### src/rtl/simon_pkg.sv
// Shared types and constants for the lamp/tone player: code type, FSM states, tone half-periods.
package simon_pkg;

  typedef logic [1:0] lamp_code_t;

  typedef enum logic [1:0] {
    ST_IDLE = 2'd0,
    ST_ON   = 2'd1,
    ST_GAP  = 2'd2
  } lamp_state_e;

  localparam int unsigned TONE_W = 5;

  // Tone half-period in clock cycles for each lamp code.
  function automatic logic [TONE_W-1:0] tone_half(input lamp_code_t code);
    logic [TONE_W-1:0] h;
    case (code)
      2'd0:    h = 5'd24;
      2'd1:    h = 5'd20;
      2'd2:    h = 5'd16;
      default: h = 5'd12;
    endcase
    return h;
  endfunction

  function automatic logic [3:0] lamp_onehot(input lamp_code_t code);
    return 4'b0001 << code;
  endfunction

endpackage

### src/rtl/lamp_fifo.sv
// Synchronous code FIFO with flush; push is rejected when full, pop ignored when empty.
module lamp_fifo
  import simon_pkg::*;
#(
  parameter int unsigned DEPTH = 4
) (
  input  logic       clk_i,
  input  logic       rst_ni,
  input  logic       flush_i,
  input  logic       push_i,
  input  lamp_code_t data_i,
  input  logic       pop_i,
  output lamp_code_t data_o,
  output logic       full_o,
  output logic       empty_o
);

  localparam int unsigned PTR_W = (DEPTH > 1) ? $clog2(DEPTH) : 1;
  localparam int unsigned CNT_W = PTR_W + 1;

  lamp_code_t       mem_q [DEPTH];
  logic [PTR_W-1:0] wr_q, wr_d;
  logic [PTR_W-1:0] rd_q, rd_d;
  logic [CNT_W-1:0] cnt_q, cnt_d;
  logic             do_push, do_pop;

  assign full_o  = (cnt_q == CNT_W'(DEPTH));
  assign empty_o = (cnt_q == '0);
  assign data_o  = mem_q[rd_q];

  assign do_push = push_i && !full_o && !flush_i;
  assign do_pop  = pop_i && !empty_o && !flush_i;

  always_comb begin
    wr_d  = wr_q;
    rd_d  = rd_q;
    cnt_d = cnt_q;
    if (flush_i) begin
      wr_d  = '0;
      rd_d  = '0;
      cnt_d = '0;
    end else begin
      // Pointers are power-of-two wide, so increment wraps modulo DEPTH.
      if (do_push) wr_d = wr_q + 1'b1;
      if (do_pop)  rd_d = rd_q + 1'b1;
      case ({do_push, do_pop})
        2'b10:   cnt_d = cnt_q + 1'b1;
        2'b01:   cnt_d = cnt_q - 1'b1;
        default: cnt_d = cnt_q;
      endcase
    end
  end

  always_ff @(posedge clk_i or negedge rst_ni) begin
    if (!rst_ni) begin
      wr_q  <= '0;
      rd_q  <= '0;
      cnt_q <= '0;
    end else begin
      wr_q  <= wr_d;
      rd_q  <= rd_d;
      cnt_q <= cnt_d;
    end
  end

  always_ff @(posedge clk_i) begin
    if (do_push) mem_q[wr_q] <= data_i;
  end

endmodule

### src/rtl/lamp_player.sv
// Plays buffered lamp codes: lamp plus code-pitched tone for ON_TICKS, dark for GAP_TICKS, one IDLE cycle.
module lamp_player
  import simon_pkg::*;
#(
  parameter int unsigned ON_TICKS   = 3000,
  parameter int unsigned GAP_TICKS  = 1000,
  parameter int unsigned FIFO_DEPTH = 4
) (
  input  logic       CLK,
  input  logic       RST_N,
  input  logic [1:0] CODE,
  input  logic       CODE_VALID,
  output logic       CODE_READY,
  input  logic       FLUSH,
  output logic [3:0] LAMP,
  output logic       TONE,
  output logic       BUSY
);

  localparam int unsigned MAX_T = (ON_TICKS > GAP_TICKS) ? ON_TICKS : GAP_TICKS;
  localparam int unsigned DUR_W = (MAX_T > 1) ? $clog2(MAX_T) : 1;
  localparam logic [DUR_W-1:0] ON_LAST  = DUR_W'(ON_TICKS - 1);
  localparam logic [DUR_W-1:0] GAP_LAST = DUR_W'(GAP_TICKS - 1);

  lamp_state_e       state_q, state_d;
  lamp_code_t        code_q, code_d;
  logic [DUR_W-1:0]  dur_q, dur_d;
  logic [TONE_W-1:0] tcnt_q, tcnt_d;
  logic              tone_q, tone_d;

  lamp_code_t        fifo_head;
  logic              fifo_full, fifo_empty;
  logic              pop;

  lamp_fifo #(
    .DEPTH (FIFO_DEPTH)
  ) u_fifo (
    .clk_i   (CLK),
    .rst_ni  (RST_N),
    .flush_i (FLUSH),
    .push_i  (CODE_VALID),
    .data_i  (CODE),
    .pop_i   (pop),
    .data_o  (fifo_head),
    .full_o  (fifo_full),
    .empty_o (fifo_empty)
  );

  assign CODE_READY = !fifo_full;

  always_ff @(posedge CLK or negedge RST_N) begin
    if (!RST_N) begin
      state_q <= ST_IDLE;
    end else begin
      state_q <= state_d;
    end
  end

  always_comb begin
    state_d = state_q;
    pop     = 1'b0;
    if (FLUSH) begin
      state_d = ST_IDLE;
    end else begin
      case (state_q)
        ST_IDLE: begin
          if (!fifo_empty) begin
            state_d = ST_ON;
            pop     = 1'b1;
          end
        end
        ST_ON:   if (dur_q == ON_LAST)  state_d = ST_GAP;
        ST_GAP:  if (dur_q == GAP_LAST) state_d = ST_IDLE;
        default: state_d = ST_IDLE;
      endcase
    end
  end

  always_comb begin
    code_d = pop ? fifo_head : code_q;

    // Duration restarts on every phase change and only runs inside ON/GAP.
    if (state_d != state_q || state_q == ST_IDLE) begin
      dur_d = '0;
    end else begin
      dur_d = dur_q + 1'b1;
    end

    if (state_q == ST_ON && state_d == ST_ON) begin
      if (tcnt_q == tone_half(code_q) - 1'b1) begin
        tcnt_d = '0;
        tone_d = !tone_q;
      end else begin
        tcnt_d = tcnt_q + 1'b1;
        tone_d = tone_q;
      end
    end else begin
      tcnt_d = '0;
      tone_d = 1'b0;
    end
  end

  always_ff @(posedge CLK or negedge RST_N) begin
    if (!RST_N) begin
      code_q <= '0;
      dur_q  <= '0;
      tcnt_q <= '0;
      tone_q <= 1'b0;
    end else begin
      code_q <= code_d;
      dur_q  <= dur_d;
      tcnt_q <= tcnt_d;
      tone_q <= tone_d;
    end
  end

  always_comb begin
    LAMP = '0;
    TONE = 1'b0;
    if (state_q == ST_ON) begin
      LAMP = lamp_onehot(code_q);
      TONE = tone_q;
    end
    BUSY = (state_q != ST_IDLE) || !fifo_empty;
  end

endmodule

### config.mk
export PLATFORM = sky130hd
export DESIGN_NAME = lamp_player
export DESIGN_NICKNAME = d
export VERILOG_FILES = /design/src/rtl/simon_pkg.sv /design/src/rtl/lamp_fifo.sv /design/src/rtl/lamp_player.sv
export SDC_FILE = /design/constraint.sdc
export NUM_CORES = 1
export LEC_CHECK = 0
export CAP_MARGIN = 20
export CORE_ASPECT_RATIO = 1.2
export CORE_MARGIN = 2
export CORE_UTILIZATION = 53
export DETAILED_ROUTE_END_ITERATION = 6
export PLACE_DENSITY_LB_ADDON = 0.2
export SYNTH_ARGS = -nofsm -noshare
export SYNTH_HDL_FRONTEND = slang
export SYNTH_SLANG_ARGS = --single-unit
export TNS_END_PERCENT = 30
### constraint.sdc
create_clock -name CLK -period 2.1 [get_ports CLK]
set_input_delay 0.21 -clock CLK [delete_from_list [all_inputs] [get_ports CLK]]
set_output_delay 0.21 -clock CLK [all_outputs]
set_load 0.01 [all_outputs]
==> impl_summary.md, run 1 <==
Yosys
The portion of synthesized area spent on multiplexers is 0.0374. The number of nets in the synthesized netlist is 204. In this run, synthesis inferred 8 flip-flops with an integrated enable. Of all cell types, the one taking the most synthesized area is sky130_fd_sc_hd__dfrtp_1. Of the total synthesized cell area, the portion taken by AND, OR, NAND and NOR gates is 0.218.

Among all flip-flop cells after synthesis, the most frequent one is sky130_fd_sc_hd__dfrtp_1. The number of synthesis warnings is 0. After synthesis, the largest family of logic cells by area is simple AND/OR/NAND/NOR gates. The synthesized area is 0.00207 mm². In this run, distinct cell masters in the synthesized netlist total 49.

In the synthesized netlist the async set-or-reset flop fraction comes to 0.784. The share of synthesized area in the top cell type comes to 0.350. The cell count after synthesis came out at about 190.

The fraction of the mapped netlist area in compound gates came to 0.0827. The synthesized area divided by synthesized cell count is about 11 µm². The synthesized-area fraction occupied by adder cells is 0.0821.

The share of the yosys chip area belonging to registers is 0.466. The synthesis-stage register bit count is 37. The post-synthesis xor/xnor area fraction is 0.0833. Yosys attributes the largest share of cell area to sky130_fd_sc_hd__dfrtp_1, sky130_fd_sc_hd__edfxtp_1, sky130_fd_sc_hd__ha_1.

Timing
The slew at the pin with the worst max-slew slack is 0.412 ns. The final number of max-transition violations is 0. The final period utilization is 0.957. The count of endpoints failing setup in the final report is 0. The worst relative slew slack is 0.725. The number of hold-slack violations in the final timing report was 0. Across the routed clock network, the largest skew measured is roughly 0.0078 ns. On the final layout, the worst hold slack is just over 0.3 ns. Based on the critical path, the design can be clocked at up to 498 MHz. The post-layout minimum cycle time is 2.01 ns. The total negative setup slack is 0 ns.

Clocking
The root buffer cell is sky130_fd_sc_hd__clkbuf_8. TritonCTS built the clock tree. Clock tree synthesis inserted a total of 5 buffers.

CTS saw 37 sinks. The latest clock arrival within the worst-skew pair is between 0.2 and 0.3 ns. The maximum root-to-sink buffer count is 2. The number of levels in the clock H-tree is 2. Clock-pin slew was measured on the worst setup and hold paths at 0.08 ns.

Floorplanning
The area of the die is 0.00443 mm². The initial cell density of the core is 0.561. The number of top-level design ports is 13. The vertical extent of the die is 72.5 µm. The chip width is around 60 µm. In this run the standard cell core region covers 0.00369 mm². The count of standard-cell rows is 24.

Worst setup path
The launch point of the worst path is u_fifo.cnt_q[0]. The path type of the worst setup path is reg -> reg. The source of the worst register-to-register timing path is u_fifo.cnt_q[0].

The signal on the critical path passes through buf_4 > or3b_1 > buf_4 > a2111oi_4 > o21ai_0 > nor3b_2. In this run the number of cells on the critical path is 6. The worst setup path is launched from a flip-flop.

Together, buffers and inverters on the worst path number 2. Of all nets on the critical path, the largest fanout is 6. STA classifies the critical path endpoint as a flip-flop. For the worst flop-to-flop path, the logic depth is 6. For the worst setup path, the data required time is between 2 and 2.5 ns. The critical path's top delay family is simple AND/OR/NAND/NOR gates.

STA puts the critical path data arrival time at around 2.2 ns. For this design, the slowest cell found on the critical path is sky130_fd_sc_hd__dfrtp_1. By instance count, the cell type seen most on the critical path is sky130_fd_sc_hd__buf_4. The largest stage delay on the critical path is 0.43 ns.

Global routing
The number of global-route vias before repair is about 1500. The overall routing resource usage is 0.198. The maximum number of pins on one net before global-route repair is 30. The total overflow left after global routing is 0. The first-pass GRT wire length is 6540 µm. The initial antenna violation count was 0.

Route
The total length of routed wires is 3840 µm. The count of vias placed by the detailed router is 1470. The number of remaining DRC errors is 0. The iteration-0 DRC count of the detailed router is 53. The remaining antenna violation count is 0.

The mean number of vias per cell is 5.57. The number of detailed-routing iterations run before antenna repair is 4. Dividing the detail-routed wire length by the instance count gives 14.5 µm.

Finish
The top cell types in the final layout, fill and taps aside, are sky130_fd_sc_hd__dfrtp_1, sky130_fd_sc_hd__nor3_1, sky130_fd_sc_hd__xor2_1. The layout has 300 filler cells. The final cell utilization of the core is 0.670.

The number of nets in the layout is 230. The area growth from synthesis to layout is 19.4%. The final non-filler cell total is 264. The commonest non-fill, non-tap cell in the layout is sky130_fd_sc_hd__dfrtp_1. The share of layout cells above drive strength 1 is 0.189. The antenna cell count is 0.

Place
The count of port buffers added during placement is 12. The HPWL after detailed placement is between 2000 and 3000 µm. Including well taps, the total number of placed cells is 254. The weighted congestion at the end of routability-driven global placement is 0.806.

Power and ir drop
The worst voltage drop across the vdd grid is 676 µV. In this run the static leakage power is 1.02 nW. After layout, the design draws a total of 2.59 mW.

The cell area power density is 1040 mW/mm².

Job
The total of max-cap violations is 0.

Min path
The class of the worst hold path is in -> async.

Run status
The flow ran to the end, and the final reports show no timing, DRC or antenna violations.
per-layer routing:
metal / routed length [µm] / global-route usage / share of wire
met1: 1640 / 0.231 / 0.43
met2: 2000 / 0.337 / 0.52
met3: 137 / 0.0606 / 0.036
met4: 61 / 0.0725 / 0.016
met5: 0 / 0 / 0
synthesized netlist by cell type, types with 2 or more instances:
library cell,number
sky130_fd_sc_hd__xor2_1,14
sky130_fd_sc_hd__mux4_2,2
sky130_fd_sc_hd__nand3_1,9
sky130_fd_sc_hd__o21ai_0,4
sky130_fd_sc_hd__nor3_1,15
sky130_fd_sc_hd__ha_1,12
sky130_fd_sc_hd__mux2_2,2
sky130_fd_sc_hd__nand4_1,5
sky130_fd_sc_hd__nand2_1,10
sky130_fd_sc_hd__inv_1,5
sky130_fd_sc_hd__xnor2_1,3
sky130_fd_sc_hd__clkbuf_1,3
sky130_fd_sc_hd__or3b_1,2
sky130_fd_sc_hd__and2_1,10
sky130_fd_sc_hd__edfxtp_1,8
sky130_fd_sc_hd__buf_6,3
sky130_fd_sc_hd__nor3b_1,4
sky130_fd_sc_hd__nor2_1,11
sky130_fd_sc_hd__and4_1,2
sky130_fd_sc_hd__a21oi_1,4
sky130_fd_sc_hd__dfrtp_1,29
power by group:
group / internal, mW / switching, mW / leakage (nW) / total (mW)
combinational: 0.538 / 0.479 / 0.502 / 1.02
clock: 0.355 / 0.264 / 0.0543 / 0.620
sequential: 0.828 / 0.122 / 0.463 / 0.951
path summary, 6_finish.rpt:
path / end / slack (ns)
worst min register to register: dur_q[0] / 0.46
worst max-delay path: u_fifo.cnt_q[0] / 0.09
worst min-delay path: tcnt_q[4] / 0.31
max in group asynchronous: u_fifo.cnt_q[1] / 1.49
worst max register to register: u_fifo.cnt_q[0] / 0.09
min in group CLK: dur_q[0] / 0.46
metrics by stage:
step           cell area (µm²)  setup WS (ns)
2_1_floorplan             2080        0.00547
3_3_place_gp              2330          0.126
3_5_place_dp              2330        -0.0417
4_1_cts                   2460        0.00775
5_1_grt                   2480        -0.0152
6_report                  2480         0.0904
logic make-up after synthesis:
kind of cell | after synthesis
buffers and inverters | 11
xor gates and xnor gates | 18
muxes | 5
DFF | 37
adders and majority gates | 13
AOI/OAI and AO/OA | 21
and+or+nand+nor | 80
flip-flops by register name, summed over array words and instances, names as in the netlist:
signal        cells
u_fifo.mem_q      8
state_q           2
u_fifo.rd_q       2
u_fifo.cnt_q      3
code_q            2
u_fifo.wr_q       2
dur_q            12
tcnt_q            5
tone_q            1
layout make-up:
type | instances | area [µm²] | share of cell area
multi-input cells | 137 | 1070 | 0.431
repair buffers | 25 | 241 | 0.0975
flip-flops and latches | 37 | 970 | 0.392
well taps | 52 | 65.1 | 0.0263
clock buffers | 5 | 68.8 | 0.0278
clock inverters | 3 | 46.3 | 0.0187
inverters | 5 | 18.8 | 0.00758
repair_timing:
item                       4_1_cts  5_1_grt
resized for setup                4        4
setup buffers                    1        1
setup endpoints to repair        7        1
hold buffers                     0        0
worst register-to-register path, stage by stage (launching register included):
cell,delay (ns)
sky130_fd_sc_hd__dfrtp_1,0.43
sky130_fd_sc_hd__buf_4,0.18
sky130_fd_sc_hd__or3b_1,0.41
sky130_fd_sc_hd__buf_4,0.18
sky130_fd_sc_hd__a2111oi_4,0.41
sky130_fd_sc_hd__o21ai_0,0.13
sky130_fd_sc_hd__nor3b_2,0.16
Note: power is estimated with default switching activity, not from simulation.
==> run 2, diff against run 1 <==
--- a/config.mk
+++ b/config.mk
@@ -5,11 +5,12 @@
 export SDC_FILE = /design/constraint.sdc
 export NUM_CORES = 1
 export LEC_CHECK = 0
-export CAP_MARGIN = 20
+export CAP_MARGIN = 10
 export CORE_ASPECT_RATIO = 1.2
 export CORE_MARGIN = 2
 export CORE_UTILIZATION = 53
 export DETAILED_ROUTE_END_ITERATION = 6
+export GPL_ROUTABILITY_DRIVEN = 0
 export PLACE_DENSITY_LB_ADDON = 0.2
 export SYNTH_ARGS = -nofsm -noshare
 export SYNTH_HDL_FRONTEND = slang
==> results of run 2 <==
No change in the layout: final DEF, timing and power equal those of run 1.
